File: config.mk
export PLATFORM = sky130hd
export DESIGN_NAME = trace_buffer
export DESIGN_NICKNAME = d
export VERILOG_FILES = /design/src/rtl/trace_buffer.sv
export SDC_FILE = /design/constraint.sdc
export NUM_CORES = 2
export LEC_CHECK = 0
export BUFFER_PORTS_ARGS = -buffer_cell sky130_fd_sc_hd__buf_2
export CORE_MARGIN = 3
export CORE_UTILIZATION = 50
export CTS_BUF_LIST = sky130_fd_sc_hd__clkbuf_16
export DETAILED_ROUTE_END_ITERATION = 12
export HOLD_SLACK_MARGIN = 0.1
export MAX_ROUTING_LAYER = met4
export PLACE_DENSITY = 0.72
export SETUP_SLACK_MARGIN = 0.2
export SLEW_MARGIN = 20
export SYNTH_ARGS = -nofsm -noshare
export SYNTH_HDL_FRONTEND = slang
export SYNTH_SLANG_ARGS = --single-unit
File: constraint.sdc
create_clock -name clk -period 15.3 [get_ports clk]
set_input_delay 1.53 -clock clk [delete_from_list [all_inputs] [get_ports clk]]
set_output_delay 1.53 -clock clk [all_outputs]
set_load 0.02 [all_outputs]
File: src/rtl/trace_buffer.sv
// Retire-trace capture FIFO: stamps commit events with seq/cycle
// and hands them to a trace sink over a valid/ready handshake.
module trace_buffer #(
  parameter int XLEN         = 32,
  parameter int DEPTH        = 16,
  parameter int SEQ_W        = 32,
  parameter int CYC_W        = 32,
  parameter bit STALL_MODE   = 1'b1,
  parameter int STALL_MARGIN = 2
) (
  input  logic                   clk,
  input  logic                   reset,
  input  logic                   trace_en,
  input  logic                   valid,
  input  logic [XLEN-1:0]        pc,
  input  logic [31:0]            inst,
  input  logic                   rdv,
  input  logic [4:0]             rd_x,
  input  logic [XLEN-1:0]        rd_data,
  input  logic                   pcv,
  input  logic [XLEN-1:0]        pc_x,
  output logic                   stall,
  output logic                   out_valid,
  input  logic                   out_ready,
  output logic [SEQ_W-1:0]       out_seq,
  output logic [CYC_W-1:0]       out_cycle,
  output logic [XLEN-1:0]        out_pc,
  output logic [31:0]            out_inst,
  output logic                   out_rdv,
  output logic [4:0]             out_rd_x,
  output logic [XLEN-1:0]        out_rd_data,
  output logic                   out_pcv,
  output logic [XLEN-1:0]        out_pc_x,
  output logic                   out_lost,
  output logic [15:0]            drop_count,
  output logic [$clog2(DEPTH):0] level
);
  localparam int PW = $clog2(DEPTH);
  localparam int LW = PW + 1;

  typedef struct packed {
    logic             lost;
    logic [SEQ_W-1:0] seq;
    logic [CYC_W-1:0] cyc;
    logic [XLEN-1:0]  pc;
    logic [31:0]      inst;
    logic             rdv;
    logic [4:0]       rd_x;
    logic [XLEN-1:0]  rd_data;
    logic             pcv;
    logic [XLEN-1:0]  pc_x;
  } rec_t;

  rec_t             mem_q [DEPTH];
  rec_t             rec_in;
  rec_t             head;
  logic [PW-1:0]    wr_ptr_q, wr_ptr_d;
  logic [PW-1:0]    rd_ptr_q, rd_ptr_d;
  logic [LW-1:0]    level_q, level_d;
  logic [SEQ_W-1:0] seq_q, seq_d;
  logic [CYC_W-1:0] cyc_q, cyc_d;
  logic [15:0]      drop_q, drop_d;
  logic             lost_q, lost_d;
  logic             push_req, pop, full;
  logic             accept, drop;

  assign out_valid = (level_q != '0);

  always_comb begin
    push_req = trace_en & (valid | rdv | pcv);
    full     = (level_q == LW'(DEPTH));
    pop      = out_valid & out_ready;
    accept   = push_req & (~full | pop);
    drop     = push_req & ~accept;
  end

  // unqualified fields are zeroed so the sink never sees stale data
  always_comb begin
    rec_in      = '0;
    rec_in.lost = lost_q;
    rec_in.seq  = seq_q;
    rec_in.cyc  = cyc_q;
    if (valid) begin
      rec_in.pc   = pc;
      rec_in.inst = inst;
    end
    if (rdv) begin
      rec_in.rdv     = 1'b1;
      rec_in.rd_x    = rd_x;
      rec_in.rd_data = rd_data;
    end
    if (pcv) begin
      rec_in.pcv  = 1'b1;
      rec_in.pc_x = pc_x;
    end
  end

  always_comb begin
    wr_ptr_d = wr_ptr_q + PW'(accept);
    rd_ptr_d = rd_ptr_q + PW'(pop);
    level_d  = level_q + LW'(accept) - LW'(pop);
    seq_d    = seq_q + SEQ_W'(accept);
    cyc_d    = cyc_q + CYC_W'(1);
    drop_d   = drop_q;
    if (drop && drop_q != 16'hFFFF)
      drop_d = drop_q + 16'd1;
    lost_d = lost_q;
    if (drop)
      lost_d = 1'b1;
    else if (accept)
      lost_d = 1'b0;
  end

  always_ff @(posedge clk or negedge reset) begin
    if (!reset) begin
      wr_ptr_q <= '0;
      rd_ptr_q <= '0;
      level_q  <= '0;
      seq_q    <= '0;
      cyc_q    <= '0;
      drop_q   <= '0;
      lost_q   <= 1'b0;
    end else begin
      wr_ptr_q <= wr_ptr_d;
      rd_ptr_q <= rd_ptr_d;
      level_q  <= level_d;
      seq_q    <= seq_d;
      cyc_q    <= cyc_d;
      drop_q   <= drop_d;
      lost_q   <= lost_d;
    end
  end

  always_ff @(posedge clk) begin
    if (accept)
      mem_q[wr_ptr_q] <= rec_in;
  end

  assign head        = out_valid ? mem_q[rd_ptr_q] : '0;
  assign out_seq     = head.seq;
  assign out_cycle   = head.cyc;
  assign out_pc      = head.pc;
  assign out_inst    = head.inst;
  assign out_rdv     = head.rdv;
  assign out_rd_x    = head.rd_x;
  assign out_rd_data = head.rd_data;
  assign out_pcv     = head.pcv;
  assign out_pc_x    = head.pc_x;
  assign out_lost    = head.lost;
  assign drop_count  = drop_q;
  assign level       = level_q;

  assign stall = STALL_MODE ?
    (level_q >= LW'(DEPTH - STALL_MARGIN)) : 1'b0;

endmodule

### After elaboration in Yosys (flattened, before gate mapping)

Memory sizes are Yosys's and may differ from the RTL's.
Index checks and enable logic that the tools add are counted.

| storage, ports and cells | value |
|---|---|
| memory bits (writable) | 3200 |
| memories kept | 1 |
| word-level logic and storage cells | 38 |
| register bits after elaboration | 94 |
| input port bits | 140 |

Memory list:

| memory | depth | width | rd ports | clocked after memory_dff | write ports | RTL line | source |
|---|---|---|---|---|---|---|---|
| mem_q | 16 | 200 | 1 | 0 | 1 | 54 | `rec_t mem_q [DEPTH];` |

| cells by class | value |
|---|---|
| equality and inequality tests | 2 |
| muxes and demuxes | 8 |
| order comparisons | 1 |
| bitwise operators | 9 |
| add/subtract/negate cells | 7 |
| reduce and logical (&&, ||, !) cells | 3 |

Operator list:

| operator | number |
|---|---|
| 2-to-1 mux 200 bit | 1 |
| 2-to-1 mux 64 bit | 1 |
| 2-to-1 mux 38 bit | 1 |
| 2-to-1 mux 33 bit | 1 |
| adder 32 x 1 -> 32 bit | 1 |
| adder 32 x 1 -> 32 bit (second input constant) | 1 |
| adder 16 x 1 -> 16 bit (second input constant) | 1 |
| inequality test 16 bit (second input constant) | 1 |
| adder 4 x 1 -> 4 bit | 2 |
| adder 5 x 1 -> 5 bit | 1 |
| == test 5 bit (second input constant) | 1 |
| greater-or-equal comparator 5 x 4 -> 1 bit (second input constant) | 1 |
| nonzero test 5 bit | 1 |
| subtractor 5 x 1 -> 5 bit | 1 |
| bitwise AND 1 bit | 4 |
| 2-to-1 mux 1 bit | 4 |
| bitwise OR 1 bit | 3 |
| NOT 1 bit | 2 |
| nonzero test 2 bit | 1 |
| logical AND 1 bit | 1 |

### Longest topological paths before layout

| logic depth | value |
|---|---|
| word-level depth | 7 |
| depth in mapped cells | 13 |

### Worst setup path before layout

No wires, ideal clock.

| timing | value |
|---|---|
| path kind | input-to-reg |
| from | in valid |
| to | mem mem_q[0][0] in the netlist's numbering (enable) |
| setup slack | -1.369 ns |
| cell stages on the path | 4 |
| arrival time | 15.665 ns |
| required time | 14.295 ns |
| buffers on the path | 0 |
| cell sequence | o31ai_2 a31o_2 or3_1 nor3_1 |

| on the way | value |
|---|---|
| longest elaborated chain between the ends | 6 |

RTL lines:

| what | RTL line | source |
|---|---|---|
| start: declaration | 14 | `input logic valid,` |
| bitwise OR 1 bit (2 in series) | 70 | `push_req = trace_en & (valid \| rdv \| pcv);` |
| bitwise AND 1 bit | 70 |  |
| bitwise AND 1 bit | 73 | `accept = push_req & (~full \| pop);` |
| 2-to-1 mux 1 bit | 135 | `if (accept)` |
| 2-to-1 mux 1 bit (implied by the code) | 136 | `mem_q[wr_ptr_q] <= rec_in;` |
| end: declaration | 54 |  |

Every way passes these cells.

### Final worst setup path

| timing | value |
|---|---|
| from | reg rd_ptr_q[0] |
| to | out out_rd_data[14] |

| on the way | value |
|---|---|
| longest elaborated chain between the ends | 2 |

RTL lines:

| what | RTL line | source |
|---|---|---|
| start: declaration | 58 | `logic [PW-1:0] rd_ptr_q, rd_ptr_d;` |
| start signal: assignment | 125 | `rd_ptr_q <= rd_ptr_d;` |
| memory read (16 x 200 bit) | -- |  |
| 2-to-1 mux 200 bit | 139 | `assign head = out_valid ? mem_q[rd_ptr_q] : '0;` |
| end: declaration | 31 | `output logic [XLEN-1:0] out_rd_data,` |

Every way passes these cells.

==> reports/metrics.json <==
{
  "setup_violations": {"value": 0},
  "grt.total_usage": {"value": 22.6, "unit": "%"},
  "gp_congestion": {"value": 0.761},
  "finish.net_count": {"value": 6097},
  "power.share.switching": {"value": 31.3, "unit": "%"},
  "initialDrtViolationCount": {"value": 6590},
  "setup_total_neg_slack": {"value": 0, "unit": "ns"},
  "postCtsSetupBuffers": {"value": 0},
  "finalHoldViolations": {"value": 0},
  "most_common_flop_cell_mapped_by_yosys": {"value": "edfxtp_1"},
  "ant_nets": {"value": 0},
  "drt-wirelength-per-cell": {"value": 29.6, "unit": "um"},
  "critical_path_class": {"value": "reg -> out"},
  "place_hpwl": {"value": 142000, "unit": "um"},
  "port-buffer-count": {"value": 362},
  "via_count_of_the_routed_design": {"value": 58567},
  "nFillCells": {"value": 17697},
  "number_of_gates_given_a_new_drive_strength_after_cts": {"value": 0},
  "hold_path.class": {"value": "reg -> reg"},
  "drt_first_pass_iters": {"value": 6},
  "ctsHtreeMaxLevel": {"value": 5},
  "synth_warnings": {"value": 0},
  "reg2reg_slack": {"value": 10.32, "unit": "ns"},
  "start_util": {"value": 50.4, "unit": "%"},
  "synth_enable_flop_cells": {"value": 3200},
  "timing.max_slew.rel_slack": {"value": 21.2, "unit": "%"},
  "postSynthAreaPerCell": {"value": 23.2, "unit": "um2"},
  "footprint_of_the_multi_input_gates": {"value": 26300, "unit": "um2"},
  "post_route_cells_drive_above_1_share": {"value": 28.3, "unit": "%"},
  "dp_cells": {"value": 8926},
  "tritoncts_num_sinks": {"value": 3294},
  "async_flop_share": {"value": 2.85, "unit": "%"},
  "area_growth_syn_to_layout": {"value": 13.0, "unit": "%"},
  "cts.clk_slew.worst_paths": {"value": 0.06, "unit": "ns"},
  "power_leakage": {"value": 46.2, "unit": "nW"},
  "seq_area": {"value": 98500, "unit": "um2"},
  "wire_length_of_the_first_global_routing_pass": {"value": 415000, "unit": "um"},
  "drcViolationCount": {"value": 0},
  "post_synth_num_cell_types": {"value": 44},
  "syn_inst": {"value": 5421},
  "timing.final.crit_period": {"value": 7.54, "unit": "ns"},
  "power.sequential.fraction": {"value": 41.3, "unit": "%"},
  "via_per_inst": {"value": 6.14},
  "antenna_found_initial": {"value": 21},
  "run_status": {"value": "completed"},
  "max-cap-violations": {"value": 0},
  "critical_path.slowest_cell": {"value": "dfrtp_4"},
  "worst-path-max-fanout": {"value": 109},
  "finalMaxSlewViolations": {"value": 0},
  "combPwrFrac": {"value": 29.9, "unit": "%"},
  "required": {"value": 13.77, "unit": "ns"},
  "mappedNetlistNets": {"value": 5579},
  "ir_drop": {"value": 0.188, "unit": "mV"},
  "worst_pin_slew": {"value": 1.18, "unit": "ns"},
  "gr-total-overflow": {"value": 0},
  "max_stage_delay": {"value": 0.98, "unit": "ns"},
  "cts_buffers": {"value": 341},
  "critical_path_arrival": {"value": 6.01, "unit": "ns"},
  "post_layout_instance_count_excluding_filler_cells": {"value": 9542},
  "synth_seq_area_share": {"value": 78.2, "unit": "%"},
  "floorplan.die.width": {"value": 508, "unit": "um"},
  "cts_tree": {"value": "done"},
  "post_synth_design_cell_area": {"value": 126000, "unit": "um2"},
  "die_area": {"value": 258000, "unit": "um2"},
  "max_freq": {"value": 133, "unit": "MHz"},
  "drt-total-wl": {"value": 283000, "unit": "um"},
  "power.internal": {"value": 18.4, "unit": "mW"},
  "fin_worst_skew": {"value": 0.0818, "unit": "ns"},
  "switchingPower": {"value": 8.40, "unit": "mW"},
  "grt_pass1_vias": {"value": 61018},
  "sort_of_element_at_the_end_of_the_critical_path": {"value": "primary output"},
  "ys_ff_latch": {"value": 3294},
  "placementRows": {"value": 183},
  "die_h": {"value": 508, "unit": "um"},
  "power_density": {"value": 188, "unit": "nW/um2"},
  "design.portCount": {"value": 363},
  "insertion_delay": {"value": 0.97, "unit": "ns"},
  "grt_max_degree": {"value": 149},
  "coreArea": {"value": 250000, "unit": "um2"},
  "grt_setup_unrepaired": {"value": "false"},
  "start_kind": {"value": "register"},
  "most_common_cell_on_crit_path": {"value": "buf_4"},
  "path_cells": {"value": "buf_4 > buf_12 > buf_4 > mux4_2 > mux2i_1 > o22ai_1 > buf_2"},
  "cts-root-buf": {"value": "clkbuf_16"},
  "postCtsHoldBufs": {"value": 0},
  "clockBufferDepth": {"value": 4},
  "p_total": {"value": 26.8, "unit": "mW"},
  "part_of_the_power_in_the_clock_network": {"value": 28.7, "unit": "%"},
  "ratio_of_final_minimum_period_to_clock_period": {"value": 49.3, "unit": "%"}
}
[path summary, 6_finish.rpt]
path                              endpoint           from  cells past startpoint
hold / removal               drop_count[5]  drop_count[5]                      1
max in group asynchronous        cyc_q[22]          reset                      2
min in group asynchronous    drop_count[8]          reset                      1
hold reg to reg              drop_count[5]  drop_count[5]                      1
setup / recovery           out_rd_data[14]    rd_ptr_q[0]                      7
setup reg to reg             mem_q[15][57]       level[2]                      9
[worst max-delay path: cells and delay by family, from the launching register on]
family / cells / cell delay (ns)
AO/OA/AOI/OAI: 1 / 0.21
flip-flops: 1 / 0.98
multiplexers: 2 / 0.99
buffers and inverters: 4 / 2.47
[state kept, by name (all words and copies together) (netlist names)]
register / flops
mem_q: 3200
cyc_q: 32
seq_q: 32
drop_count: 16
level: 5
rd_ptr_q: 4
wr_ptr_q: 4
lost_q: 1
[per-layer routing]
metal	share of wire [%]	track usage [%]	wire length (um)
met1	39	30.4	110000
met2	49	34.8	137000
met3	9.9	5.72	27900
met4	2.6	6.23	7230
met5	0	-	0
[cells in the final DEF (no fill, tap or decap), types with 35 or more instances in the layout]
| cell type | instances |
|---|---|
| o22ai_1 | 200 |
| edfxtp_1 | 3200 |
| mux2i_1 | 400 |
| xor2_1 | 35 |
| clkinv_1 | 73 |
| buf_2 | 360 |
| buf_4 | 79 |
| clkbuf_16 | 345 |
| nand3_1 | 39 |
| mux4_2 | 800 |
| and2_1 | 133 |
| dfrtp_1 | 91 |
| inv_1 | 89 |
| xnor2_1 | 46 |
| clkinv_2 | 57 |
[kinds of logic after synthesis]
kind of cell	after synthesis	share of synthesized area, %
and+or+nand+nor	306	1.43
xor gates and xnor gates	81	0.564
muxes	1202	17.5
adders and majority gates	18	0.185
buffers and inverters	305	1.02
DFF	3294	78.2
AOI/OAI and AO/OA	215	1.09
[metrics by stage]
stage / worst slack, ns / util (%) / area (um2) / hold WS (ns)
floorplan: 4.00 / - / 126000 / 0.477
global placement: 8.74 / 52.8 / 132000 / 0.468
detailed placement: 8.69 / 52.8 / 132000 / 0.485
CTS: 7.53 / 57.0 / 142000 / 0.494
global route: 7.20 / 57.0 / 142000 / 0.524
finish: 7.76 / 57.0 / 142000 / 0.496
[cells in the mapped netlist, types with 3 or more instances]
cell	instances	area share, %
xnor2_1	46	0.32
nand2b_1	3	0.015
buf_2	89	0.35
a211oi_1	4	0.024
mux2i_1	400	3.2
nand3_1	39	0.16
nor3_1	14	0.056
edfxtp_1	3200	76
nor2_1	24	0.072
nor4_2	4	0.040
nand2_1	29	0.086
and4_1	12	0.083
nor4_1	7	0.035
buf_1	50	0.15
and2_1	133	0.66
and3_1	11	0.055
nand4_1	17	0.084
xor2_1	35	0.24
clkbuf_1	147	0.44
o22ai_1	200	0.99
inv_1	17	0.051
mux4_2	800	14
dfrtp_1	94	1.9
ha_1	17	0.17
a21oi_1	4	0.016
[power by group through the flow]
| stage | sequential, mW | combinational (mW) | clock, mW |
|---|---|---|---|
| after global routing | 11.1 | 8.54 | 8.19 |
| after floorplan | 11.3 | 5.56 | 0 |
| after detailed placement | 11.3 | 8.11 | 0 |
| after global placement | 11.2 | 8.06 | 0 |
| final | 11.1 | 8.02 | 7.70 |
| after CTS | 11.1 | 8.14 | 7.84 |
[area by class of cell]
type / instances / share of cell area [%]
Sequential cell: 3294 / 69.2
Antenna cell: 20 / 0.0352
Tap cell: 3330 / 2.93
Inverter: 17 / 0.0449
Multi-Input combinational cell: 1822 / 18.5
Clock buffer: 345 / 6.07
Clock inverter: 251 / 1.19
Timing Repair Buffer: 463 / 2.01
Power figures use the tool's default switching activity.
